$ cat src/rtl/byte_frame_assembler_if.sv
// byte_frame_assembler_if: byte-pipe input and frame get-method bundle for the frame assembler
interface byte_frame_assembler_if #(
  parameter int MAX_BYTES = 8,
  parameter int ERR_W     = 16
);
  localparam int LEN_W = $clog2(MAX_BYTES + 1);
  logic [7:0]             in_data;
  logic                   in_rdy;
  logic                   in_en;
  logic                   en_frame;
  logic                   rdy_frame;
  logic [8*MAX_BYTES-1:0] frame;
  logic [LEN_W-1:0]       frame_len;
  logic                   frame_err;
  logic [ERR_W-1:0]       err_count;
  modport master (
    input  in_data, in_rdy, en_frame,
    output in_en, rdy_frame, frame, frame_len, frame_err, err_count
  );
  modport slave (
    output in_data, in_rdy, en_frame,
    input  in_en, rdy_frame, frame, frame_len, frame_err, err_count
  );
endinterface

$ cat src/rtl/byte_frame_assembler.sv
// byte_frame_assembler: parses [LEN][payload][CSUM] byte frames into a little-endian word with checksum status
module byte_frame_assembler #(
  parameter int MAX_BYTES = 8,
  parameter int ERR_W     = 16
) (
  input logic                   clk,
  input logic                   rst_n,
  byte_frame_assembler_if.master bus
);
  localparam int LEN_W = $clog2(MAX_BYTES + 1);
  localparam logic [7:0] MAX8 = 8'(MAX_BYTES);
  typedef enum logic [1:0] {S_LEN, S_PAY, S_CSUM, S_HOLD} state_t;
  state_t                 state_q, state_d;
  logic [LEN_W-1:0]       len_q, len_d, idx_q, idx_d, frame_len_q, frame_len_d;
  logic [7:0]             sum_q, sum_d;
  logic [8*MAX_BYTES-1:0] frame_q, frame_d;
  logic                   frame_err_q, frame_err_d, rdy_q, rdy_d, err_inc;
  logic [ERR_W-1:0]       err_q, err_d;
  logic                   in_en;
  assign in_en         = rst_n & bus.in_rdy & (state_q != S_HOLD);
  assign bus.in_en     = in_en;
  assign bus.rdy_frame = rdy_q;
  assign bus.frame     = frame_q;
  assign bus.frame_len = frame_len_q;
  assign bus.frame_err = frame_err_q;
  assign bus.err_count = err_q;
  // next-state and datapath: one byte per accepted cycle, hold until the frame is taken
  always_comb begin
    state_d     = state_q;
    len_d       = len_q;
    idx_d       = idx_q;
    sum_d       = sum_q;
    frame_d     = frame_q;
    frame_len_d = frame_len_q;
    frame_err_d = frame_err_q;
    rdy_d       = rdy_q;
    err_inc     = 1'b0;
    case (state_q)
      S_LEN: if (in_en) begin
        if (bus.in_data == 8'd0 || bus.in_data > MAX8) err_inc = 1'b1;
        else begin
          len_d   = bus.in_data[LEN_W-1:0];
          idx_d   = '0;
          sum_d   = '0;
          frame_d = '0;
          state_d = S_PAY;
        end
      end
      S_PAY: if (in_en) begin
        frame_d[8*idx_q +: 8] = bus.in_data;
        sum_d   = sum_q + bus.in_data;
        idx_d   = idx_q + 1'b1;
        state_d = (idx_q == len_q - 1'b1) ? S_CSUM : S_PAY;
      end
      S_CSUM: if (in_en) begin
        frame_len_d = len_q;
        frame_err_d = bus.in_data != sum_q;
        err_inc     = bus.in_data != sum_q;
        rdy_d       = 1'b1;
        state_d     = S_HOLD;
      end
      default: if (bus.en_frame) begin
        rdy_d   = 1'b0;
        state_d = S_LEN;
      end
    endcase
    err_d = (err_inc && err_q != '1) ? err_q + 1'b1 : err_q;
  end
  // state and registered outputs; reset discards any partial frame
  always_ff @(posedge clk or negedge rst_n) begin
    if (!rst_n) begin
      state_q     <= S_LEN;
      len_q       <= '0;
      idx_q       <= '0;
      sum_q       <= '0;
      frame_q     <= '0;
      frame_len_q <= '0;
      frame_err_q <= 1'b0;
      rdy_q       <= 1'b0;
      err_q       <= '0;
    end else begin
      state_q     <= state_d;
      len_q       <= len_d;
      idx_q       <= idx_d;
      sum_q       <= sum_d;
      frame_q     <= frame_d;
      frame_len_q <= frame_len_d;
      frame_err_q <= frame_err_d;
      rdy_q       <= rdy_d;
      err_q       <= err_d;
    end
  end
endmodule

$ cat src/flat_wrapper.sv
// flat-port wrapper written by rule: the top's interface ports become plain ports
module byte_frame_assembler_flat 
#(
  parameter int MAX_BYTES = 8,
  parameter int ERR_W     = 16
)
  (clk, rst_n, bus_in_data, bus_in_rdy, bus_en_frame, bus_in_en, bus_rdy_frame, bus_frame, bus_frame_len, bus_frame_err, bus_err_count);
  byte_frame_assembler_if #(.MAX_BYTES(MAX_BYTES), .ERR_W(ERR_W)) bus_i ();
  input logic clk;
  input logic rst_n;
  input wire logic [$bits(bus_i.in_data)-1:0] bus_in_data;
  input wire logic [$bits(bus_i.in_rdy)-1:0] bus_in_rdy;
  input wire logic [$bits(bus_i.en_frame)-1:0] bus_en_frame;
  output wire logic [$bits(bus_i.in_en)-1:0] bus_in_en;
  output wire logic [$bits(bus_i.rdy_frame)-1:0] bus_rdy_frame;
  output wire logic [$bits(bus_i.frame)-1:0] bus_frame;
  output wire logic [$bits(bus_i.frame_len)-1:0] bus_frame_len;
  output wire logic [$bits(bus_i.frame_err)-1:0] bus_frame_err;
  output wire logic [$bits(bus_i.err_count)-1:0] bus_err_count;
  assign bus_i.in_data = bus_in_data;
  assign bus_i.in_rdy = bus_in_rdy;
  assign bus_i.en_frame = bus_en_frame;
  assign bus_in_en = bus_i.in_en;
  assign bus_rdy_frame = bus_i.rdy_frame;
  assign bus_frame = bus_i.frame;
  assign bus_frame_len = bus_i.frame_len;
  assign bus_frame_err = bus_i.frame_err;
  assign bus_err_count = bus_i.err_count;
  byte_frame_assembler #(.MAX_BYTES(MAX_BYTES), .ERR_W(ERR_W)) u_core (.clk(clk), .rst_n(rst_n), .bus(bus_i));
endmodule
$ cat config.mk
export PLATFORM = sky130hd
export DESIGN_NAME = byte_frame_assembler_flat
export DESIGN_NICKNAME = d
export VERILOG_FILES = /design/src/rtl/byte_frame_assembler_if.sv /design/src/rtl/byte_frame_assembler.sv /design/src/flat_wrapper.sv
export SDC_FILE = /design/constraint.sdc
export NUM_CORES = 1
export LEC_CHECK = 0
export CORE_ASPECT_RATIO = 1.5
export CORE_MARGIN = 3
export CORE_UTILIZATION = 35
export DETAILED_ROUTE_END_ITERATION = 6
export MAX_ROUTING_LAYER = met4
export PLACE_DENSITY_LB_ADDON = 0.1
export SYNTH_ARGS = -nofsm -noshare
export SYNTH_HDL_FRONTEND = slang
export SYNTH_SLANG_ARGS = --single-unit
$ cat constraint.sdc
create_clock -name clk -period 3.3 [get_ports clk]
set_clock_uncertainty 0.1 [all_clocks]
set_input_delay 0.495 -clock clk [delete_from_list [all_inputs] [get_ports clk]]
set_output_delay 0.495 -clock clk [all_outputs]
set_load 0.01 [all_outputs]
* Word level (Yosys, flattened, before mapping)
Index checks and enable logic that the tools add are counted.
Cells by class: $add $sub $neg 5, $mul 0, div/mod/pow operators 0, magnitude comparators 1, equality and inequality tests 10, shift-type cells 2, mux-type cells 27, bitwise gates (word level) 4, reductions and logical operators 13
Operators with widths (count):
- $mux 64 | 3
- $pmux 64 s2 | 1
- $bwmux 64 | 1
- $shift 8x34->64 const A | 1
- $shiftx 8x34->64 | 1
- $neg 7->34 | 1
- $mux 8 | 3
- $add 16x1->16 const B | 1
- $ne 16x16->1 const B | 1
- $pmux 8 s2 | 1
- $mux 2 | 6
- $mux 4 | 3
- $ne 2x2->1 const B | 5
- $add 8x8->8 | 1
- $gt 8x4->1 const B | 1
- $logic_not 8->1 | 1
- $ne 8x8->1 | 1
- $pmux 4 s2 | 1
- $pmux 2 s3 | 1
- $reduce_and 3->1 | 2
- $mux 1 | 5
- $reduce_and 5->1 | 1
- $add 4x1->4 const B | 1
- $eq 4x4->1 | 1
- 14 further kinds | 18
Storage, ports and cells: flip-flop bits (word level) 104, bits in latches 0, memory bits (writable) 0, ROM bits 0, bits of input ports 12, output and inout bits 87, word-level logic and storage cells 71, memories kept 0

* Longest topological paths before layout
Gate-level depths: netlist of the first run.
depth in word-level cells 6, gate-level depth with buffers 10, depth with buffers taken out 7

* Worst setup path after synthesis of the first run
No wires, ideal clock.
kind flip-flop to flip-flop, start point register u_core.idx_q[0], end point register u_core.frame_q[35], in the netlist u_core.bus.frame[35], library setup time 0.121 ns, data arrival time 2.273 ns, data required time 3.079 ns, path slack 0.806 ns, stages on the path, launching flop included 10, path buffers 2, clock period less this slack 2.494 ns, cell sequence dfrtp_1 clkbuf_1 inv_1 ha_1 nor2_1 a21oi_1 or2_2 buf_2 o41a_1 a22o_1
Between the ends: longest elaborated chain between the ends 5, elaborated cells between the ends (all ways) 6, classes of those cells 1 x add/sub; 2 x shift; 3 x mux
RTL lines:
- start, declared | line byte_frame_assembler.sv:14 | logic [LEN_W-1:0] len_q, len_d, idx_q, idx_d, frame_len_q, frame_len_d;
- start signal, assigned | line byte_frame_assembler.sv:84 | idx_q <= idx_d;
- $neg 7->34 (*) | line byte_frame_assembler.sv:50 | frame_d[8*idx_q +: 8] = bus.in_data;
- $shiftx 8x34->64 / $shift 8x34->64 (equally long branches) | line byte_frame_assembler.sv:50
- $bwmux 64 (*) | line byte_frame_assembler.sv:50
- $mux 64 (*) | line byte_frame_assembler.sv:49 | S_PAY: if (in_en) begin
- $pmux 64 s2 (*) | line byte_frame_assembler.sv:38 | case (state_q)
- end signal, assigned | line byte_frame_assembler.sv:86 | frame_q <= frame_d;
- end, declared | line byte_frame_assembler.sv:16 | logic [8*MAX_BYTES-1:0] frame_q, frame_d;
Mark *: on every way between the ends. The rest lies on a longest branch, timed or not. The select of a mux whose other input is x is not followed. A chain may end at the register's enable or synchronous reset.

* Final worst setup path of the first run
start point input port bus_in_data[5], end point register u_core.frame_q[9], in the netlist u_core.bus.frame[9]
Between the ends: longest elaborated chain between the ends 4, elaborated cells between the ends (all ways) 9, classes of those cells 1 x order compare; 1 x eq/ne; 1 x shift; 3 x mux; 3 x reduce/logical
RTL lines:
- start, declared | line flat_wrapper.sv:11 | input wire logic [$bits(bus_i.in_data)-1:0] bus_in_data;
- $gt 8x4->1, or another cell as far along | line byte_frame_assembler.sv:40 | if (bus.in_data == 8'd0 || bus.in_data > MAX8) err_inc = 1'b1;
- $logic_or 1x1->1 / $bwmux 64 (equally long branches) | line byte_frame_assembler.sv:40, byte_frame_assembler.sv:50
- $ne 2x2->1 (no source line) / $mux 64 (equally long branches)
- $reduce_and 4->1 (no source line) / $pmux 64 s2 (equally long branches)
Parallel ways exist; a longest one is shown, timed or not. The select of a mux whose other input is x is not followed.

==> metrics.md, run 1 <==
| Metric | Value |
|---|---|
| FF-to-FF End | u_core.bus.frame[38]$_DFFE_PN0P_ |
| Distinct cells, synth | 56 |
| Antenna Cells | 0 |
| Post-synth EDFFs | 0 |
| Peak Freq | 367 MHz |
| Synthesized area | 4920 um2 |
| # rows | 52 |
| PD cells | 603 nW/um2 |
| Ys flop type | dfrtp_1 |
| First-pass GRT wire length | 20600 um |
| Crit-path max FO | 8 |
| Vias in the first global route | 3726 |
| HPWL Detailed | 9300 um |
| Layout cells sized above 1 | 10.8% |
| Gate Count Post-Synth | 416 |
| Sum Neg Setup Slack | 0 ns |
| Vias | 3756 |
| H-tree depth | 3 |
| R2r setup slk | 0.67 ns |
| Drt drc | 0 |
| Status | finished clean |
| # fillers | 1270 |
| Period utilization | 82.5% |
| CTS tree | built |
| Syn nets | 445 |
| R2R cell count | 7 |
| Crit path DAT | 2.86 ns |
| P_leak | 2.94 nW |
| Count of state elements after synthesis | 104 |
| Clock Path Buffers | 2 |
| Post-synthesis sequential area ratio | 52.9% |
| All-Layer GR Usage | 17.9% |
| DIE HEIGHT | 151 um |
| Post-DR vias/cell | 5.43 |
| Drt first pass iters | 4 |
| DP Area | 6100 um2 |
| Core area | 13600 um2 |
| Final setup fails | 0 |
| Pin count of the biggest net entering global routing | 78 |
| Synth-to-Final Area Change | 30.5% |
| Initial antenna violation count | 0 |
| I/O Pins | 99 |
| Final Util | 47.2% |
| Detail Route Antenna Nets | 0 |
| Final net count | 554 |
| PortBufs | 98 |
| RSZ-0062 raised after global routing | false |
| Relative slew slack | 33.0% |
| Actual slew at the worst max-slew pin | 1.01 ns |
| Post-route cell area | 6420 um2 |
| Clk root buf | clkbuf_16 |
| Total power | 3.87 mW |
| R2R Path Start | u_core.idx_q[0]$_DFFE_PN0P_ |
| CTS Buf Count | 9 |
| Grt ovf | 0 |
| Hold slack | 0.390 ns |
| CTS clock-pin slew for the worst setup and hold paths | 0.07 ns |
| Crit path time final | 2.72 ns |
| Worst-skew pair later-pin latency | 0.34 ns |
| Worst Path Required | 3.44 ns |
| Max-Cap Viols | 0 |
| Yosys warning count | 0 |
| Post-synth ARST share | 100% |
| Hold Vio Cnt, Final | 0 |
| Crit Path Class | in -> reg |
| Overall die width | 103 um |
| Detailed-route wire length per cell | 18.9 um |
| Hold Path Class | in -> async |
| Worst IR Drop VDD | 0.255 mV |
| Die Area | 15500 um2 |
| Post-Syn Area per Cell | 11.8 um2 |
| Iter 0 DRT Violations | 181 |
| Clk sink count | 104 |
| CP Launch Type | input port |
| Routability congestion estimate from global placement | 0.864 |
| Final WL | 13100 um |
| Worst setup EP type | register |
| Resize count post-CTS | 0 |
| Initial core utilization | 36.2% |
| Fin. max-slew vios | 0 |
timing repair:
action | 4_1_cts | 5_1_grt
hold endpoints to repair | 1 | 0
hold buffers | 1 | 0
setup buffers | 0 | 0
per-layer routing:
metal	vias up	GRT usage, %	share of wire [%]
li1	1754	-	-
met1	1888	23.9	44
met2	99	27.6	49
met3	15	3.46	5.0
met4	0	5.51	1.7
met5	-	-	0
layout make-up:
class	count	area, um2	share of cell area [%]
flip-flops and latches	104	2600	40.5
multi-input cells	279	2140	33.3
repair buffers	116	1120	17.4
clock buffers	11	243	3.78
well taps	162	203	3.16
clock inverters	5	63.8	0.994
inverters	15	56.3	0.877
worst max-delay path, cell delays in order:
cell             delay [ns]
clkdlybuf4s50_1        0.54
nor4_1                 0.42
buf_4                  0.18
nand4_1                0.10
and2_1                 0.28
buf_4                  0.20
o21bai_1               0.32
a22o_1                 0.32
cells in the mapped netlist (5+ instances only):
| master | count | area [um2] |
|---|---|---|
| a21oi_1 | 8 | 40.0 |
| a22o_1 | 64 | 561 |
| buf_2 | 5 | 25.0 |
| clkbuf_1 | 6 | 22.5 |
| dfrtp_1 | 104 | 2600 |
| ha_1 | 16 | 200 |
| inv_1 | 15 | 56.3 |
| mux2_2 | 7 | 78.8 |
| nand2_1 | 33 | 124 |
| nand2b_1 | 6 | 37.5 |
| nand3_1 | 10 | 50.1 |
| nor2_1 | 22 | 82.6 |
| nor3_1 | 7 | 35.0 |
| nor3_4 | 7 | 114 |
| o21ai_0 | 11 | 55.1 |
| o31a_1 | 6 | 52.6 |
| xnor2_1 | 12 | 105 |
| xor2_1 | 15 | 131 |
sequential cells by signal (all words and copies together), names as in the netlist:
signal                count
u_core.idx_q              4
u_core.len_q              4
u_core.bus.err_count     16
u_core.bus.frame         64
u_core.bus.rdy_frame      1
u_core.bus.frame_err      1
u_core.bus.frame_len      4
u_core.state_q            2
u_core.sum_q              8
placed cells by master, fill, tap and decap left out, drive strengths merged, types with 12 or more instances in the layout:
| cell | n |
|---|---|
| nand2 | 33 |
| a22o | 64 |
| ha | 16 |
| xnor2 | 12 |
| nor3 | 18 |
| inv | 16 |
| clkdlybuf4s50 | 97 |
| nor2 | 23 |
| xor2 | 15 |
| buf | 18 |
| dfrtp | 104 |
stage by stage:
stage               cells  setup slack [ns]
finish                692             0.577
global route          692             0.436
CTS                   692             0.551
detailed placement    675             0.169
global placement      675             0.204
floorplan             416             0.806
report_power, final:
group	total, mW	internal [mW]	switching, mW
Sequential	1.59	1.43	0.162
Clock	1.10	0.615	0.487
Combinational	1.18	0.530	0.649
Total	3.87	2.57	1.30
cell families (layout without fill, tap and decap cells):
kind of cell    after synthesis  after routing  synth area share (%)
simple gates                115            115                  13.8
compound gates              111            111                  18.3
flops                       104            104                  52.9
buf+inv                      33            147                  3.69
xor+xnor                     27             27                  4.81
fa+ha+maj                    17             17                  4.47
mux                           9              9                  2.03
worst max path at each step:
stage                                        to  cells after the start                         from
6_report        u_core.bus.frame[9]$_DFFE_PN0P_                      8               bus_in_data[5]
5_1_grt         u_core.bus.frame[8]$_DFFE_PN0P_                      8               bus_in_data[5]
3_3_place_gp   u_core.bus.frame[34]$_DFFE_PN0P_                      7               bus_in_data[5]
4_1_cts         u_core.bus.frame[9]$_DFFE_PN0P_                      8               bus_in_data[5]
2_1_floorplan  u_core.bus.frame[35]$_DFFE_PN0P_                      9  u_core.idx_q[0]$_DFFE_PN0P_
3_5_place_dp    u_core.bus.frame[9]$_DFFE_PN0P_                      8               bus_in_data[5]
Power figures use the tool's default switching activity.
==> inputs of run 2 (changes only) <==
clock period = 2.8 ns   (was 3.3 ns; I/O delays follow)
==> metrics.md, run 2 (same netlist as run 1, synthesis figures left out) <==
| Metric | Value |
|---|---|
| Peak Freq | 391 MHz |
| Hold Vio Cnt, Final | 0 (unchanged) |
| CTS Buf Count | 9 (unchanged) |
| Clock Power Share | 26.4% (-2.1 points) |
| Resize count post-CTS | 0 (unchanged) |
| Period utilization | 91.5% |
| All-Layer GR Usage | 18.0% (+0.12 points) |
| Final WL | 13000 um (-0.15%) |
| Detail Route Antenna Nets | 0 (unchanged) |
| Psw | 1.55 mW (+19%) |
| H-tree depth | 3 (unchanged) |
| Drt first pass iters | 4 (unchanged) |
| Sum Neg Setup Slack | 0 ns (unchanged) |
| Clk sink count | 104 (unchanged) |
| Worst-skew pair later-pin latency | 0.35 ns (about the same) |
| Initial antenna violation count | 0 (unchanged) |
| Worst setup EP type | register |
| Crit-path max FO | 15 (+7) |
| Clock Path Buffers | 2 (unchanged) |
| Reg power frac | 40.5% (-0.6 points) |
| Antenna Cells | 0 (unchanged) |
| I/O Pins | 99 (unchanged) |
| Worst slack, placed | -0.125 ns (-0.294 ns) |
| Fin. max-slew vios | 0 (unchanged) |
| Logic pwr share | 33.1% (+2.6 points) |
| Clk root buf | clkbuf_16 |
| Layout cells sized above 1 | 14.3% (+3.6 points) |
| Sw Ratio | 34.0% (+0.44 points) |
| Actual slew at the worst max-slew pin | 0.923 ns (-0.0823 ns) |
| Relative slew slack | 38.4% (+5.5 points) |
| Int Pwr | 3.01 mW (+17%) |
| # rows | 52 (unchanged) |
| Iter 0 DRT Violations | 170 (-6.1%) |
| Pin count of the biggest net entering global routing | 74 (-5.1%) |
| Final Util | 48.6% (+1.3 points) |
| Setup bufs post-CTS | 0 (unchanged) |
| Worst Path Required | 2.93 ns (-0.51 ns) |
| Synth-to-Final Area Change | 34.2% |
| Overall die width | 103 um (unchanged) |
| Detailed-route wire length per cell | 18.3 um (-3.2%) |
| CP Launch Type | input port |
| Die Area | 15500 um2 (unchanged) |
| PortBufs | 98 (unchanged) |
| Crit path time final | 2.56 ns |
| Initial core utilization | 36.2% (unchanged) |
| Max reg flops | 64 (unchanged) |
| Core area | 13600 um2 (unchanged) |
| CTS tree | built |
| Vias in the first global route | 3903 (+4.8%) |
| Drt drc | 0 (unchanged) |
| Vias | 3801 (+1.2%) |
| Commonest non-fill, non-tap cell in the layout | dfrtp_1 |
| Grt ovf | 0 (unchanged) |
| Crit Path Class | in -> reg |
| Max-Cap Viols | 0 (unchanged) |
| Final setup fails | 0 (unchanged) |
| Most frequent cells in the layout | 104 x dfrtp_1, 97 x clkdlybuf4s50_1, 64 x a22o_1 |
| Status | finished clean |
| Hold Path Class | in -> async |
| Routability congestion estimate from global placement | 0.819 (-5.2%) |
| Setup ws final | 0.239 ns (-0.338 ns) |
| DIE HEIGHT | 151 um (unchanged) |
| PD cells | 690 nW/um2 (+14%) |
| RSZ-0062 raised after global routing | false |
| Final net count | 576 (+4.0%) |
| Post-DR vias/cell | 5.32 (-1.9%) |
| Worst IR Drop VDD | 0.304 mV (+19%) |
| Crit path DAT | 2.69 ns (-0.17 ns) |
| # fillers | 1250 (-1.6%) |
| HPWL Detailed | 9580 um (+2.9%) |
| P_leak | 3.06 nW (+3.9%) |
| CTS clock-pin slew for the worst setup and hold paths | 0.07 ns (about the same) |
| First-pass GRT wire length | 21000 um (+1.7%) |
## run 2: cell types whose count changed in the layout (fill, tap and decap cells not counted)
cell,delta
buf_12,+3
buf_4,+19
bufinv_16,-1
clkbuf_8,-1
clkinv_4,+3
clkinv_8,+1
clkinvlp_4,-1
inv_8,-1
## run 2: what timing repair did
item,CTS,global route
hold buffers,1,0
setup endpoints to repair,0,0
endpoints found under the hold margin,1,0
## run 2: metal layers
layer | part of all wire (%) | up-vias | track usage, %
li1 | - | 1790 | -
met1 | 43 | 1903 | 22.9
met2 | 52 | 95 | 29.8
met3 | 4.1 | 13 | 2.67
met4 | 1.4 | 0 | 5.18
met5 | 0 | - | -
## run 2: cell type report
cell class / count / area [um2] / share of cell area, %
clock buffer: 10 / 229 / 3.47
clock inverter: 6 / 57.6 / 0.872
inverter: 15 / 56.3 / 0.853
multi-input combinational: 279 / 2140 / 32.4
sequential: 104 / 2600 / 39.4
tap: 162 / 203 / 3.07
timing repair buffer: 138 / 1320 / 20.0
## run 2: critical path: stages
cell,delay (ns)
clkdlybuf4s50_1,0.47
buf_4,0.19
ha_1,0.31
nor4_1,0.35
a31oi_1,0.21
o32ai_2,0.21
buf_12,0.19
mux2_1,0.32
## run 2: path summary, 6_finish.rpt
path	to	cells after the start	start	slack, ns
max in group asynchronous	u_core.bus.frame[22]$_DFFE_PN0P_	4	rst_n	0.70
setup / recovery	u_core.bus.err_count[1]$_DFFE_PN0P_	8	bus_in_data[5]	0.24
hold reg to reg	u_core.bus.frame_len[0]$_DFFE_PN0P_	2	u_core.bus.frame_len[0]$_DFFE_PN0P_	0.38
hold / removal	u_core.state_q[0]$_DFFE_PN0P_	2	rst_n	0.31
setup reg to reg	u_core.bus.frame[38]$_DFFE_PN0P_	7	u_core.idx_q[0]$_DFFE_PN0P_	0.29
min in group clk	u_core.bus.frame_len[0]$_DFFE_PN0P_	2	u_core.bus.frame_len[0]$_DFFE_PN0P_	0.38
## run 2: power groups by stage
stage	registers (mW)	logic [mW]	clock network [mW]
3_3_place_gp	1.87	1.48	0
3_5_place_dp	1.88	1.52	0
5_1_grt	1.88	1.71	1.29
6_report	1.85	1.51	1.20
2_1_floorplan	1.88	0.912	0
4_1_cts	1.85	1.52	1.22
## run 2: through the flow
| stage | hold slack (ns) | power, mW | std cells | area, um2 |
|---|---|---|---|---|
| 2_1_floorplan | 0.0244 | 2.79 | 416 | 4920 |
| 3_3_place_gp | 0.129 | 3.35 | 697 | 6310 |
| 3_5_place_dp | 0.131 | 3.40 | 697 | 6310 |
| 4_1_cts | 0.309 | 4.59 | 714 | 6600 |
| 5_1_grt | 0.314 | 4.87 | 714 | 6600 |
| 6_report | 0.313 | 4.55 | 714 | 6600 |
==> inputs of run 3 (changes only) <==
CORE_MARGIN = 10   (was 3)
MAX_ROUTING_LAYER = default   (was met4)
REMOVE_ABC_BUFFERS = 1   (was default)
==> metrics.md, run 3 (same netlist as run 1, synthesis figures left out) <==
| Metric | Value |
|---|---|
| Most frequent cells in the layout | 104 x dfrtp_1, 97 x clkdlybuf4s50_1, 64 x a22o_1 |
| Max reg flops | 64 (unchanged) |
| Peak Freq | 373 MHz (-4.4%) |
| R2R cell count | 6 (-1) |
| Fin. max-slew vios | 0 (unchanged) |
| Psw | 1.58 mW (+1.8%) |
| Fin cells | 717 (+0.42%) |
| Post-route cell area | 6650 um2 (+0.76%) |
| Final setup fails | 0 (unchanged) |
| HPWL Detailed | 10700 um (+11%) |
| All-Layer GR Usage | 14.5% (-3.5 points) |
| Die Area | 19300 um2 (+24%) |
| Max-Cap Viols | 0 (unchanged) |
| Core area | 13900 um2 (+2.4%) |
| Crit path time final | 2.68 ns (+0.117 ns) |
| Crit Path Class | in -> reg |
| Commonest non-fill, non-tap cell in the layout | dfrtp_1 |
| RSZ-0062 raised after global routing | false |
| Drt drc | 0 (unchanged) |
| Crit path DAT | 2.80 ns (+0.11 ns) |
| CTS clock-pin slew for the worst setup and hold paths | 0.07 ns (about the same) |
| I/O Pins | 99 (unchanged) |
| Reg power frac | 39.7% (-0.8 points) |
| Hold Path Class | in -> async |
| Drt first pass iters | 4 (unchanged) |
| Final Util | 47.8% (-0.78 points) |
| Detail Route Antenna Nets | 0 (unchanged) |
| Logic pwr share | 32.7% (-0.4 points) |
| Grt ovf | 0 (unchanged) |
| Routability congestion estimate from global placement | 0.866 (+5.8%) |
| Synth-to-Final Area Change | 35.2% |
| Vias | 3777 (-0.63%) |
| Placed cells | 701 (+0.57%) |
| Sw Ratio | 33.8% (-0.16 points) |
| P_leak | 3.08 nW (+0.72%) |
| Crit-path max FO | 15 (unchanged) |
| Hold slack | 0.389 ns (+0.0760 ns) |
| Iter 0 DRT Violations | 186 (+9.4%) |
| DP Area | 6340 um2 (+0.58%) |
| First-pass GRT wire length | 21800 um (+4.2%) |
| Period utilization | 95.6% (+4.2 points) |
| Worst setup EP type | register |
| # rows | 53 (+1.9%) |
| Clk sink count | 104 (unchanged) |
| DIE HEIGHT | 165 um (+9.3%) |
| PD cells | 700 nW/um2 (+1.5%) |
| Final WL | 14100 um (+8.0%) |
| Sum Neg Setup Slack | 0 ns (unchanged) |
| Initial antenna violation count | 0 (unchanged) |
| Clock Power Share | 27.6% (+1.2 points) |
| Status | finished clean |
| Int Pwr | 3.08 mW (+2.5%) |
| Vias in the first global route | 3801 (-2.6%) |
| Final net count | 577 (+0.17%) |
| Actual slew at the worst max-slew pin | 0.838 ns (-0.0856 ns) |
| Detailed-route wire length per cell | 19.6 um (+7.6%) |
| Worst-skew pair later-pin latency | 0.34 ns (about the same) |
| R2r setup slk | 0.30 ns (about the same) |
| Post-DR vias/cell | 5.27 (-1.0%) |
| CP Launch Type | input port |
| H-tree depth | 3 (unchanged) |
| CTS Buf Count | 9 (unchanged) |
| PortBufs | 98 (unchanged) |
| Antenna Cells | 0 (unchanged) |
| Pin count of the biggest net entering global routing | 67 (-9.5%) |
| Initial core utilization | 35.3% (-0.85 points) |
| CTS tree | built |
| Relative slew slack | 44.1% (+5.7 points) |
| Worst IR Drop VDD | 0.316 mV (+3.9%) |
| Worst Path Required | 2.92 ns (about the same) |
| Hold Vio Cnt, Final | 0 (unchanged) |
| Clock Path Buffers | 2 (unchanged) |
| Clk root buf | clkbuf_16 |
| Overall die width | 117 um (+14%) |
| Layout cells sized above 1 | 14.5% (+0.18 points) |
[run 3: worst paths after layout]
check / from / to
max: bus_in_data[4] / u_core.bus.err_count[1]$_DFFE_PN0P_
max reg2reg: u_core.idx_q[1]$_DFFE_PN0P_ / u_core.bus.frame[37]$_DFFE_PN0P_
min in group clk: u_core.sum_q[2]$_DFFE_PN0P_ / u_core.sum_q[2]$_DFFE_PN0P_
max in group asynchronous: rst_n / u_core.bus.frame[49]$_DFFE_PN0P_
min: rst_n / u_core.state_q[1]$_DFFE_PN0P_
min reg2reg: u_core.sum_q[2]$_DFFE_PN0P_ / u_core.sum_q[2]$_DFFE_PN0P_
[run 3: area by class of cell]
cell class / instances / area, um2
inverter: 15 / 56.3
timing repair buffer: 139 / 1350
tap: 165 / 206
clock buffer: 9 / 225
sequential: 104 / 2600
fill: 1284 / 7270
multi-input combinational: 279 / 2140
clock inverter: 6 / 75.1
[run 3: critical path, cell delays in order]
cell,delay [ns]
clkdlybuf4s50_1,0.51
buf_4,0.22
ha_1,0.31
nor4_1,0.40
a31oi_1,0.20
o32ai_2,0.21
buf_12,0.19
mux2_1,0.32
[run 3: per-stage QoR]
stage / setup WS, ns / total power, mW
finish: 0.122 / 4.66
CTS: 0.0971 / 4.71
global placement: -0.243 / 3.38
global route: 0.00145 / 4.94
detailed placement: -0.268 / 3.41
floorplan: 0.191 / 2.74
[run 3: power by group through the flow]
stage	sequential (mW)	clock [mW]	combinational, mW
2_1_floorplan	1.89	0	0.848
3_3_place_gp	1.87	0	1.51
3_5_place_dp	1.88	0	1.53
4_1_cts	1.85	1.31	1.54
5_1_grt	1.88	1.37	1.69
6_report	1.85	1.29	1.52
[run 3: timing repair]
item,4_1_cts,5_1_grt
setup buffers,0,0
resized for setup,0,0
hold buffers,1,0
hold endpoints to repair,2,0
[run 3: metal layers]
metal  global-route usage [%]  share of wire, %
met1                     18.1                43
met2                     25.1                52
met3                     2.35               4.0
met4                     4.17              0.98
met5                        0                 0
